<file path="src/rtl/iddr_line_responder.sv">
// Instruction-side line refill responder: fetches a cacheline as word beats.
// Optional wrap-around beat order with IDDR_CRITICAL_WORD_FIRST_EN.
module iddr_line_responder #(
  parameter int line_size_bytes = 16,
  parameter int word_size_bytes = 4
) (
  input  logic                         clk,
  input  logic                         rst,
  input  logic [31:0]                  icache_iddr_addr,
  input  logic                         icache_iddr_read,
  output logic [line_size_bytes*8-1:0] iddr_icache_rdata,
  output logic                         iddr_icache_resp,
  output logic [31:0]                  mem_addr,
  output logic                         mem_read,
  input  logic [word_size_bytes*8-1:0] mem_rdata,
  input  logic                         mem_resp
);

  localparam int W    = word_size_bytes * 8;
  localparam int WPL  = line_size_bytes / word_size_bytes;
  localparam int OFF  = $clog2(line_size_bytes);
  localparam int WOFF = $clog2(word_size_bytes);
  localparam int IW   = OFF - WOFF;

  localparam logic [IW-1:0] LAST = IW'(WPL - 1);
  localparam logic [IW-1:0] ONE  = IW'(1);
  localparam logic [31:0]   MASK = ~((32'd1 << OFF) - 32'd1);

  typedef enum logic [1:0] {
    IDLE,
    FETCH,
    RESP
  } state_t;

  state_t        state;
  logic [IW-1:0] beat;
  logic [IW-1:0] start;
  logic [31:0]   base;
  logic [IW-1:0] idx;
  logic [IW-1:0] nidx;
  logic [IW-1:0] req_start;
  logic [31:0]   req_base;
  logic          unused_addr;

  // Index arithmetic is IW bits wide, so it wraps inside the line.
  assign idx      = start + beat;
  assign nidx     = idx + ONE;
  assign req_base = icache_iddr_addr & MASK;

`ifdef IDDR_CRITICAL_WORD_FIRST_EN
  assign req_start = icache_iddr_addr[OFF-1:WOFF];
`else
  assign req_start = '0;
`endif

  assign unused_addr = ^icache_iddr_addr[OFF-1:0];

  always_ff @(posedge clk or posedge rst) begin
    if (rst) begin
      state             <= IDLE;
      beat              <= '0;
      start             <= '0;
      base              <= '0;
      iddr_icache_rdata <= '0;
      iddr_icache_resp  <= 1'b0;
      mem_read          <= 1'b0;
      mem_addr          <= '0;
    end else begin
      unique case (state)
        IDLE: begin
          iddr_icache_resp <= 1'b0;
          mem_read         <= 1'b0;
          if (icache_iddr_read) begin
            base     <= req_base;
            start    <= req_start;
            beat     <= '0;
            mem_read <= 1'b1;
            mem_addr <= req_base | (32'(req_start) << WOFF);
            state    <= FETCH;
          end
        end
        FETCH: begin
          if (mem_resp) begin
            iddr_icache_rdata[idx*W +: W] <= mem_rdata;
            beat <= beat + ONE;
            if (beat == LAST) begin
              mem_read         <= 1'b0;
              iddr_icache_resp <= 1'b1;
              state            <= RESP;
            end else begin
              mem_addr <= base | (32'(nidx) << WOFF);
            end
          end
        end
        RESP: begin
          iddr_icache_resp <= 1'b0;
          state            <= IDLE;
        end
        default: state <= IDLE;
      endcase
    end
  end

endmodule
</file>
<file path="config.mk">
export PLATFORM = sky130hd
export DESIGN_NAME = iddr_line_responder
export DESIGN_NICKNAME = d
export VERILOG_FILES = /design/src/rtl/iddr_line_responder.sv
export SDC_FILE = /design/constraint.sdc
export NUM_CORES = 1
export LEC_CHECK = 0
export BUFFER_PORTS_ARGS = -buffer_cell sky130_fd_sc_hd__buf_2
export CORE_ASPECT_RATIO = 0.75
export CORE_MARGIN = 2
export CORE_UTILIZATION = 26
export CTS_CLUSTER_DIAMETER = 60
export DETAILED_ROUTE_END_ITERATION = 8
export PLACE_DENSITY = 0.5
export SYNTH_ARGS = -nofsm -noshare
export SYNTH_HDL_FRONTEND = slang
export SYNTH_SLANG_ARGS = --single-unit
</file>
<file path="constraint.sdc">
create_clock -name clk -period 7.55 [get_ports clk]
set_input_delay 1.1325 -clock clk [delete_from_list [all_inputs] [get_ports clk]]
set_output_delay 1.1325 -clock clk [all_outputs]
set_load 0.005 [all_outputs]
</file>
# Word-level counts from Yosys, hierarchy flattened
# Index checks and enable logic that the tools add are counted.
[word_totals]
out_inout_bits = 162
input_bits = 68
word_cells = 49
regBits = 194
[classes]
muxes = 19
reduce_logical = 11
bitwise_logic = 1
add_sub_neg = 2
eq_ne = 7
shifts = 2
[op_table]
columns = ["cell", "n"]
rows = [
  ["128-bit bitwise mux", 1],
  ["32-bit by 34-bit variable shift with 128-bit output, first input constant", 1],
  ["32-bit by 34-bit indexed part select with 128-bit output", 1],
  ["32-bit 2-to-1 mux", 3],
  ["32-bit case mux with 2 select lines", 1],
  ["7-bit negator with 34-bit output", 1],
  ["32-bit by 4-bit OR with 32-bit output", 1],
  ["3-bit AND reduction", 4],
  ["2-bit 2-to-1 mux", 5],
  ["2-bit inequality test, second input constant", 4],
  ["2-bit case mux with 2 select lines", 2],
  ["1-bit 2-to-1 mux", 5],
  ["2-bit equality test, second input constant", 2],
  ["1-bit case mux with 2 select lines", 2],
  ["2-bit AND reduction", 2],
  ["4-bit AND reduction", 1],
  ["2-bit nonzero test", 2],
  ["2-bit by 1-bit adder with 2-bit output, second input constant", 1],
  ["2-bit by 1-bit equality test with 1-bit output, second input constant", 1],
  ["2-bit logical NOT", 1],
  ["2-bit OR reduction", 1],
]

# Longest topological paths before layout
# Gate-level depths: netlist (run 1).
[logic_depth]
word_depth = 5
ltp_mapped = 6
depth_no_buf = 5

# Worst setup path after synthesis (run 1)
# Ideal clock, no wire load.
[synth_path]
path_type = "in2reg"
start = "input port icache_iddr_read"
end = "register mem_addr[2]"
cell_stages = 5
n_path_buf = 2
required_ps = 7422
setup_ps = 128
arrival_ps = 2199
slack_ps = 5223
path_cell_list = "or3b_1 > buf_2 > o21ai_2 > buf_6 > mux2_1"
[synth_via]
elab_chain_cells = 2
[synth_lines]
columns = ["element", "line_no", "source"]
rows = [
  ["from (decl)", "10", "input logic icache_iddr_read,"],
  ["2-bit inequality test (no source line)", "n/a", ""],
  ["4-bit AND reduction (no source line)", "n/a", ""],
  ["to (signal assigned)", "78", "mem_addr <= req_base | (32'(req_start) << WOFF);"],
  ["to (signal assigned)", "91", "mem_addr <= base | (32'(nidx) << WOFF);"],
  ["to (decl)", "13", "output logic [31:0] mem_addr,"],
]
# No other way between the ends.
# A chain may end at the register's enable or synchronous reset.

# Worst setup path after layout (run 1)
[layout_path]
start = "register beat[0]"
end = "register iddr_icache_rdata[68]"
[layout_via]
elab_chain_cells = 3
word_cells_on_any_way = 4
cone_classes = "1 x add/sub; 2 x shift; 1 x mux"
[layout_lines]
columns = ["element", "line_no", "source"]
rows = [
  ["from (decl)", "36", "logic [IW-1:0] beat;"],
  ["from (signal assigned)", "85", "beat <= beat + ONE;"],
  ["7-bit negator with 34-bit output (*)", "84", "iddr_icache_rdata[idx*W +: W] <= mem_rdata;"],
  ["32-bit by 34-bit indexed part select with 128-bit output or 32-bit by 34-bit variable shift with 128-bit output (tied branches)", "84", ""],
  ["128-bit bitwise mux (*)", "84", ""],
  ["to (signal, indexed assignment)", "84", ""],
  ["to (decl)", "11", "output logic [line_size_bytes*8-1:0] iddr_icache_rdata,"],
]
# Every way passes the cells marked *; elsewhere a longest branch is shown, timed or not.

==> PnR_summary.wiki, run 1 <==
{| class="wikitable"
! Metric !! Value
|-
| Result of the run || finished, final reports clean
|-
| Post-synth top area share || 0.621
|-
| Number of buffer and inverter instances along the worst setup path || 2
|-
| Static leakage || 5.13 nW
|-
| Postcts setup bufs || 0
|-
| Largest fanout on the critical path || 33
|-
| Final critical-path setup slack || 4.28 ns
|-
| Worst-path cell with the longest stage delay || sky130_fd_sc_hd__nor4_4
|-
| Required time reported for the critical path endpoint || 7.92 ns
|-
| DR vias || 5,478
|-
| Clk buf depth || 2
|-
| Number of synthesized flops with an enable pin || 0
|-
| Placed Instances || 1,198
|-
| Post-synthesis to final-layout area growth || 26.4%
|-
| Vias per inst || 4.45
|-
| Final hold violation count || 0
|-
| Std-Cell Rows || 54
|-
| Yosys top cell by area || sky130_fd_sc_hd__dfrtp_1
|-
| Net count, final || 899
|-
| Number of non-filler instances in the completed layout || 1,231
|-
| Min-delay worst type || reg -> reg
|-
| Final setup vio count || 0
|-
| Maximum level of the CTS H-tree || 4
|-
| Number of top-level design ports || 230
|-
| Post-route clock skew || 0.0121 ns
|-
| Overall global routing resource usage || 0.149
|-
| Commonest cells in the netlist || 192 x sky130_fd_sc_hd__dfrtp_1, 154 x sky130_fd_sc_hd__nand2_1, 96 x sky130_fd_sc_hd__a22o_1
|-
| Post-CTS Hold Buffers || 0
|-
| Pin count of the biggest net entering global routing || 130
|-
| Clock latency on the worst-skew pair || 0.44 ns
|-
| Total standard cell area after synthesis || 0.00773 mm²
|-
| Slew margin rel. || 0.286
|-
| Most common cell in the netlist || sky130_fd_sc_hd__dfrtp_1
|-
| Detailed Routing Iterations Pass 1 || 4
|-
| Main synth FF type || sky130_fd_sc_hd__dfrtp_1
|-
| Fillcell total || 3,012
|-
| Sink count of the clock tree || 192
|-
| Top delay family on crit path || simple AND/OR/NAND/NOR gates
|-
| Final Util || 0.335
|-
| Part of the cycle the worst path needs || 0.434
|-
| Number of buffers created by CTS || 17
|-
| Share of cells above drive strength 1 || 0.397
|-
| Final GP Congestion || 0.720
|-
| Mean cell area of the mapped netlist || 12.6 µm²
|-
| Detailed-route wire length || 22,500 µm
|-
| Remaining design rule violation count || 0
|-
| Largest cells by area after synthesis || sky130_fd_sc_hd__dfrtp_1 62%, sky130_fd_sc_hd__a22o_1 11%, sky130_fd_sc_hd__nand2_1 7.5%, sky130_fd_sc_hd__mux2_2 6.7%, sky130_fd_sc_hd__o21ai_0 1.9%
|-
| Placement-stage worst setup slack || 3.81 ns
|-
| Worst setup startpoint || beat[0]
|-
| Clk slew on worst S/H paths || 0.08 ns
|-
| Maximum cell stage delay along the critical path || 1.04 ns
|-
| Share of synthesized flip-flops with an asynchronous set or reset || 1.00
|-
| DP Area || 0.00918 mm²
|-
| Power density relative to cell area || 412 mW/mm²
|-
| Timing-limited maximum frequency || 0.306 GHz
|-
| Data arrival time of the critical path || 3.65 ns
|-
| Remaining antenna violation count || 0
|-
| Floorplan Core Area || 0.0292 mm²
|-
| Critical Path, Cell by Cell || inv_1 -> ha_1 -> nand4b_4 -> nor4_4 -> buf_4 -> a22o_1
|-
| Cell area after layout || 0.00978 mm²
|-
| Type of the setup path with the least slack || reg -> reg
|-
| Launch instance of the worst min-delay path || base[31]
|-
| Wire length of the first global-routing pass || 35,500 µm
|-
| Number of different library cells in the post-synthesis netlist || 34
|-
| Total Negative Setup Slacks || 0 ns
|-
| Die area || 0.0312 mm²
|-
| RR Startpoint || beat[0]
|-
| Max rail drop VDD || 0.166 mV
|-
| Gr ovfl total || 0
|-
| Antenna violations before repair || 1
|-
| Unrepaired setup endpoints after global routing || no
|-
| Share of synthesized area occupied by flip-flops and latches || 0.621
|-
| Post-Synthesis Cells || 615
|-
| Die extent in x || 203 µm
|-
| Initial standard-cell utilization of the core || 0.265
|-
| Vertical extent of the die || 153 µm
|-
| Buffer type at the clock tree root || sky130_fd_sc_hd__clkbuf_16
|-
| Max Cap Violations || 0
|-
| Post-cts gate resize count || 0
|-
| Number of DRC markers after the initial detailed-route iteration || 254
|-
| TritonCTS clock tree || built
|-
| Critical path launch point type || flop
|-
| Post-detailed-route wirelength per cell || 18.3 µm
|-
| Number of global-route vias before repair || 5,750
|-
| Critical Path End Type || flop
|-
| Slew of the pin with the lowest slew margin || 1.06 ns
|-
| Number of pins exceeding their max-slew limit in the final report || 0
|-
| Final worst path period need || 3.27 ns
|-
| Input/output buffers || 223
|-
| Ys Warns || 0
|-
| Flip-flop and latch count after synthesis || 192
|-
| Detail Placement HPWL || 14,400 µm
|}
[logic make-up (layout without fill, tap and decap cells)]
logic type / count (synthesis) / in the layout / synth area share
muxes: 58 / 58 / 0.0882
and+or+nand+nor: 176 / 176 / 0.109
buffers and inverters: 48 / 270 / 0.0367
AOI/OAI and AO/OA: 134 / 134 / 0.134
adders and majority gates: 6 / 6 / 0.00971
DFF: 192 / 192 / 0.621
other: 1 / 3 / 0.000485
[metrics by stage]
stage	power (mW)	hold WS [ns]
finish	4.03	0.474
global route	4.33	0.495
global placement	3.10	0.457
CTS	4.10	0.480
detailed placement	3.12	0.460
floorplan	2.53	0.440
[layout make-up]
type / instances / area [µm²] / area share
inverters: 6 / 30.0 / 0.00307
diodes: 1 / 2.50 / 0.000256
repair buffers: 232 / 1180 / 0.121
flip-flops and latches: 192 / 4800 / 0.491
multi-input cells: 376 / 2670 / 0.273
well taps: 392 / 490 / 0.0502
clock inverters: 15 / 173 / 0.0177
clock buffers: 17 / 425 / 0.0435
[tightest hold or removal path: cells and delay by family (launching register included)]
family           cells  cell delay, ns
DFF                  1            0.34
and+or+nand+nor      2            0.10
[layer usage]
metal | GRT usage | routed length (µm) | part of all wire | vias up
met5 | 0 | 0 | 0 | -
met4 | 0.0375 | 187 | 0.0083 | 0
met3 | 0.0467 | 1360 | 0.060 | 11
met2 | 0.221 | 9880 | 0.44 | 135
met1 | 0.212 | 11100 | 0.49 | 2758
li1 | - | - | - | 2574
[registers in the layout, summed over array words and instances (netlist names)]
register           count
iddr_icache_rdata    128
mem_addr              30
base                  28
beat                   2
state                  2
iddr_icache_resp       1
mem_read               1
[path summary, 6_finish.rpt]
check                                        end  slack (ns)  depth (start not counted)
max                        iddr_icache_rdata[68]        4.28                          6
max in group asynchronous                base[9]        5.14                          3
max reg2reg                iddr_icache_rdata[68]        4.28                          6
min in group asynchronous  iddr_icache_rdata[52]        0.88                          2
min reg2reg                             base[31]        0.47                          2
min                                     base[31]        0.47                          2
[cells in the final DEF (no fill, tap or decap), drive strengths merged, types with 2 or more instances in the layout]
| cell | Yosys | layout |
|---|---|---|
| clkinvlp | 0 | 4 |
| nor2 | 3 | 3 |
| buf | 21 | 232 |
| nand2 | 154 | 154 |
| dfrtp | 192 | 192 |
| conb | 1 | 2 |
| bufinv | 0 | 2 |
| ha | 6 | 6 |
| o21ai | 35 | 35 |
| nand2b | 3 | 3 |
| inv | 6 | 13 |
| clkbuf | 21 | 17 |
| nor3b | 2 | 2 |
| clkinv | 0 | 2 |
| mux2 | 57 | 57 |
| nor3 | 4 | 4 |
| a22o | 96 | 96 |
| nand4b | 4 | 4 |
[power breakdown]
group / internal [mW] / switching [mW] / leakage, nW
combinational: 0.707 / 0.692 / 2.30
sequential: 1.44 / 0.241 / 2.55
clock: 0.500 / 0.449 / 0.283
Note: power is estimated with default switching activity, not from simulation.
==> run 2: changes to the inputs <==
==> constraint.sdc (replaced) <==
create_clock -name clk -period 3.25 [get_ports clk]
set_input_delay 0.4875 -clock clk [delete_from_list [all_inputs] [get_ports clk]]
set_output_delay 0.4875 -clock clk [all_outputs]
set_load 0.005 [all_outputs]
==> run 2 against run 1 <==
Effect of this change: global-route usage shrank 0.082 points; clock skew grew 0.00056 ns; sequential power grew 130%; combinational power grew 140%; clock power grew 120%; sequential share of layout area shrank 0.37 points; fmax grew 25%; clock-buffer cell count is the same.
==> PnR_summary.wiki, run 2 (synthesized netlist as in run 1, its figures left out) <==
{| class="wikitable"
! Metric !! Value
|-
| Result of the run || finished, final reports clean
|-
| Destination of the worst register-to-register timing path || iddr_icache_rdata[85]
|-
| Unrepaired setup endpoints after global routing || no
|-
| Overall global routing resource usage || 0.149 (-0.000816)
|-
| Clk slew on worst S/H paths || 0.08 ns (about the same)
|-
| Number of DRC markers after the initial detailed-route iteration || 264 (+3.9%)
|-
| Diodes inserted || 0 (-1)
|-
| Vias per inst || 4.43 (-0.49%)
|-
| Timing-limited maximum frequency || 0.382 GHz (+25%)
|-
| Number of global-route vias before repair || 5,730 (-0.35%)
|-
| Top delay family on crit path || simple AND/OR/NAND/NOR gates
|-
| Register ranked first by flip-flop count || iddr_icache_rdata
|-
| Critical Path, Cell by Cell || inv_1 -> ha_1 -> or2_4 -> nor4_4 -> buf_4 -> a22o_1
|-
| Hold Worst Slack || 0.196 ns (-0.277 ns)
|-
| Static leakage || 5.17 nW (+0.77%)
|-
| Clock latency on the worst-skew pair || 0.44 ns (about the same)
|-
| Power density relative to cell area || 945 mW/mm² (+130%)
|-
| Min-delay worst type || in -> async
|-
| Final setup vio count || 0 (unchanged)
|-
| Final hold violation count || 0 (unchanged)
|-
| Input/output buffers || 223 (unchanged)
|-
| Max Cap Violations || 0 (unchanged)
|-
| Data arrival time of the critical path || 2.99 ns (-0.66 ns)
|-
| Placed Instances || 1,206 (+0.67%)
|-
| Std-Cell Rows || 54 (unchanged)
|-
| Critical Path End Type || flop
|-
| Number of top-level design ports || 230 (unchanged)
|-
| Post-route clock skew || 0.0126 ns (+0.000561 ns)
|-
| Floorplan Core Area || 0.0292 mm² (unchanged)
|-
| Number of buffers created by CTS || 17 (unchanged)
|-
| Part of the cycle the worst path needs || 0.806 (+0.372)
|-
| Gr ovfl total || 0 (unchanged)
|-
| Commonest cells after routing, fill and taps aside || 223 x sky130_fd_sc_hd__buf_2, 192 x sky130_fd_sc_hd__dfrtp_1, 154 x sky130_fd_sc_hd__nand2_1, 96 x sky130_fd_sc_hd__a22o_1, 46 x sky130_fd_sc_hd__mux2_2
|-
| R2r worst-path depth || 6 (unchanged)
|-
| Type of the setup path with the least slack || reg -> reg
|-
| DP Area || 0.00926 mm² (+0.89%)
|-
| Detailed-route wire length || 22,400 µm (-0.75%)
|-
| Maximum cell stage delay along the critical path || 0.84 ns (-0.20 ns)
|-
| Pwr Total || 9.31 mW (+130%)
|-
| DR vias || 5,482 (+0.073%)
|-
| Post-cts gate resize count || 0 (unchanged)
|-
| Slew margin rel. || 0.317 (+0.0309)
|-
| Wire length of the first global-routing pass || 35,300 µm (-0.56%)
|-
| Multi-input logic area || 0.00267 mm² (unchanged)
|-
| Detail Placement HPWL || 14,300 µm (-0.68%)
|-
| Die area || 0.0312 mm² (unchanged)
|-
| Final worst path period need || 2.62 ns (-0.654 ns)
|-
| Sink count of the clock tree || 192 (unchanged)
|-
| Initial standard-cell utilization of the core || 0.265 (unchanged)
|-
| Pin count of the biggest net entering global routing || 160 (+23%)
|-
| Clk buf depth || 2 (unchanged)
|-
| Maximum level of the CTS H-tree || 4 (unchanged)
|-
| Max rail drop VDD || 0.294 mV (+77%)
|-
| Cell area after layout || 0.00985 mm² (+0.77%)
|-
| Number of pins exceeding their max-slew limit in the final report || 0 (unchanged)
|-
| Remaining design rule violation count || 0 (unchanged)
|-
| Postcts setup bufs || 0 (unchanged)
|-
| CP Depth || 6 (unchanged)
|-
| Number of buffer and inverter instances along the worst setup path || 2 (unchanged)
|-
| Final GP Congestion || 0.723 (+0.39%)
|-
| Number of non-filler instances in the completed layout || 1,238 (+0.57%)
|-
| Net count, final || 907 (+0.89%)
|-
| Fillcell total || 2,970 (-1.4%)
|-
| Max FFs per register || 128 (unchanged)
|-
| Buffer type at the clock tree root || sky130_fd_sc_hd__clkbuf_16
|-
| TritonCTS clock tree || built
|-
| Post-CTS Hold Buffers || 0 (unchanged)
|-
| Total Negative Setup Slacks || 0 ns (unchanged)
|-
| Vertical extent of the die || 153 µm (unchanged)
|-
| Share of cells above drive strength 1 || 0.403 (+0.00570)
|-
| Post-synthesis to final-layout area growth || 27.4%
|-
| Worst-path cell with the longest stage delay || sky130_fd_sc_hd__nor4_4
|-
| Antenna violations before repair || 0 (-1)
|-
| Register-to-register path setup slack || 0.63 ns (-3.65 ns)
|-
| Largest fanout on the critical path || 18 (-45%)
|-
| Slew of the pin with the lowest slew margin || 1.02 ns (-0.0460 ns)
|-
| Remaining antenna violation count || 0 (unchanged)
|-
| Critical path launch point type || flop
|-
| Die extent in x || 203 µm (unchanged)
|-
| Most common cell after layout, fill and taps aside || sky130_fd_sc_hd__buf_2
|-
| Required time reported for the critical path endpoint || 3.62 ns (-4.30 ns)
|-
| Biggest registers after layout || iddr_icache_rdata: 128 flops, mem_addr: 30 flops, base: 28 flops
|-
| Detailed Routing Iterations Pass 1 || 4 (unchanged)
|-
| RR Startpoint || beat[1]
|-
| Area occupied by registers || 0.00480 mm² (unchanged)
|-
| Post-detailed-route wirelength per cell || 18.1 µm (-1.3%)
|}
[run 2: cell count changes in the layout (fill, tap and decap cells not counted), sizes merged]
cell      delta
clkinv       +5
buf          +8
inv          -2
bufinv       -2
clkinvlp     -1
diode        -1
[run 2: cell type report]
type                       instances  share of cell area
inverter                           6             0.00267
tap                              392              0.0498
clock inverter                    15              0.0171
multi-input combinational        376               0.271
clock buffer                      17              0.0432
timing repair buffer             240               0.129
sequential                       192               0.488
[run 2: worst max path at each step]
| stage | from | to | slack (ns) |
|---|---|---|---|
| 3_3_place_gp | beat[1] | iddr_icache_rdata[87] | 0.61 |
| 5_1_grt | beat[1] | iddr_icache_rdata[87] | 0.47 |
| 2_1_floorplan | rst | base[10] | 0.29 |
| 6_report | beat[1] | iddr_icache_rdata[85] | 0.63 |
| 3_5_place_dp | beat[1] | iddr_icache_rdata[91] | 0.61 |
| 4_1_cts | beat[1] | iddr_icache_rdata[85] | 0.58 |
[run 2: stage by stage]
stage,setup slack [ns],utilization
detailed placement,0.608,0.317
global route,0.467,0.338
global placement,0.615,0.317
CTS,0.577,0.338
finish,0.631,0.338
floorplan,0.286,-
[run 2: worst register-to-register path: stages (launching register included)]
cell and delay [ns]:
sky130_fd_sc_hd__dfrtp_1 0.39, sky130_fd_sc_hd__inv_1 0.10, sky130_fd_sc_hd__ha_1 0.30, sky130_fd_sc_hd__or2_4 0.30, sky130_fd_sc_hd__nor4_4 0.84, sky130_fd_sc_hd__buf_4 0.43, sky130_fd_sc_hd__a22o_1 0.19
[run 2: where the power goes]
part | total [mW] | internal, mW | leakage [nW] | switching [mW]
clock network | 2.12 | 1.04 | 0.283 | 1.08
logic | 3.34 | 1.67 | 2.34 | 1.67
registers | 3.85 | 3.34 | 2.55 | 0.508
total | 9.31 | 6.05 | 5.17 | 3.26
[run 2: routing by layer]
layer / part of all wire / global-route usage / vias up
met1: 0.49 / 0.213 / 2729
met5: 0 / 0 / -
li1: - / - / 2587
met3: 0.066 / 0.0486 / 13
met4: 0.0084 / 0.0334 / 0
met2: 0.44 / 0.217 / 153
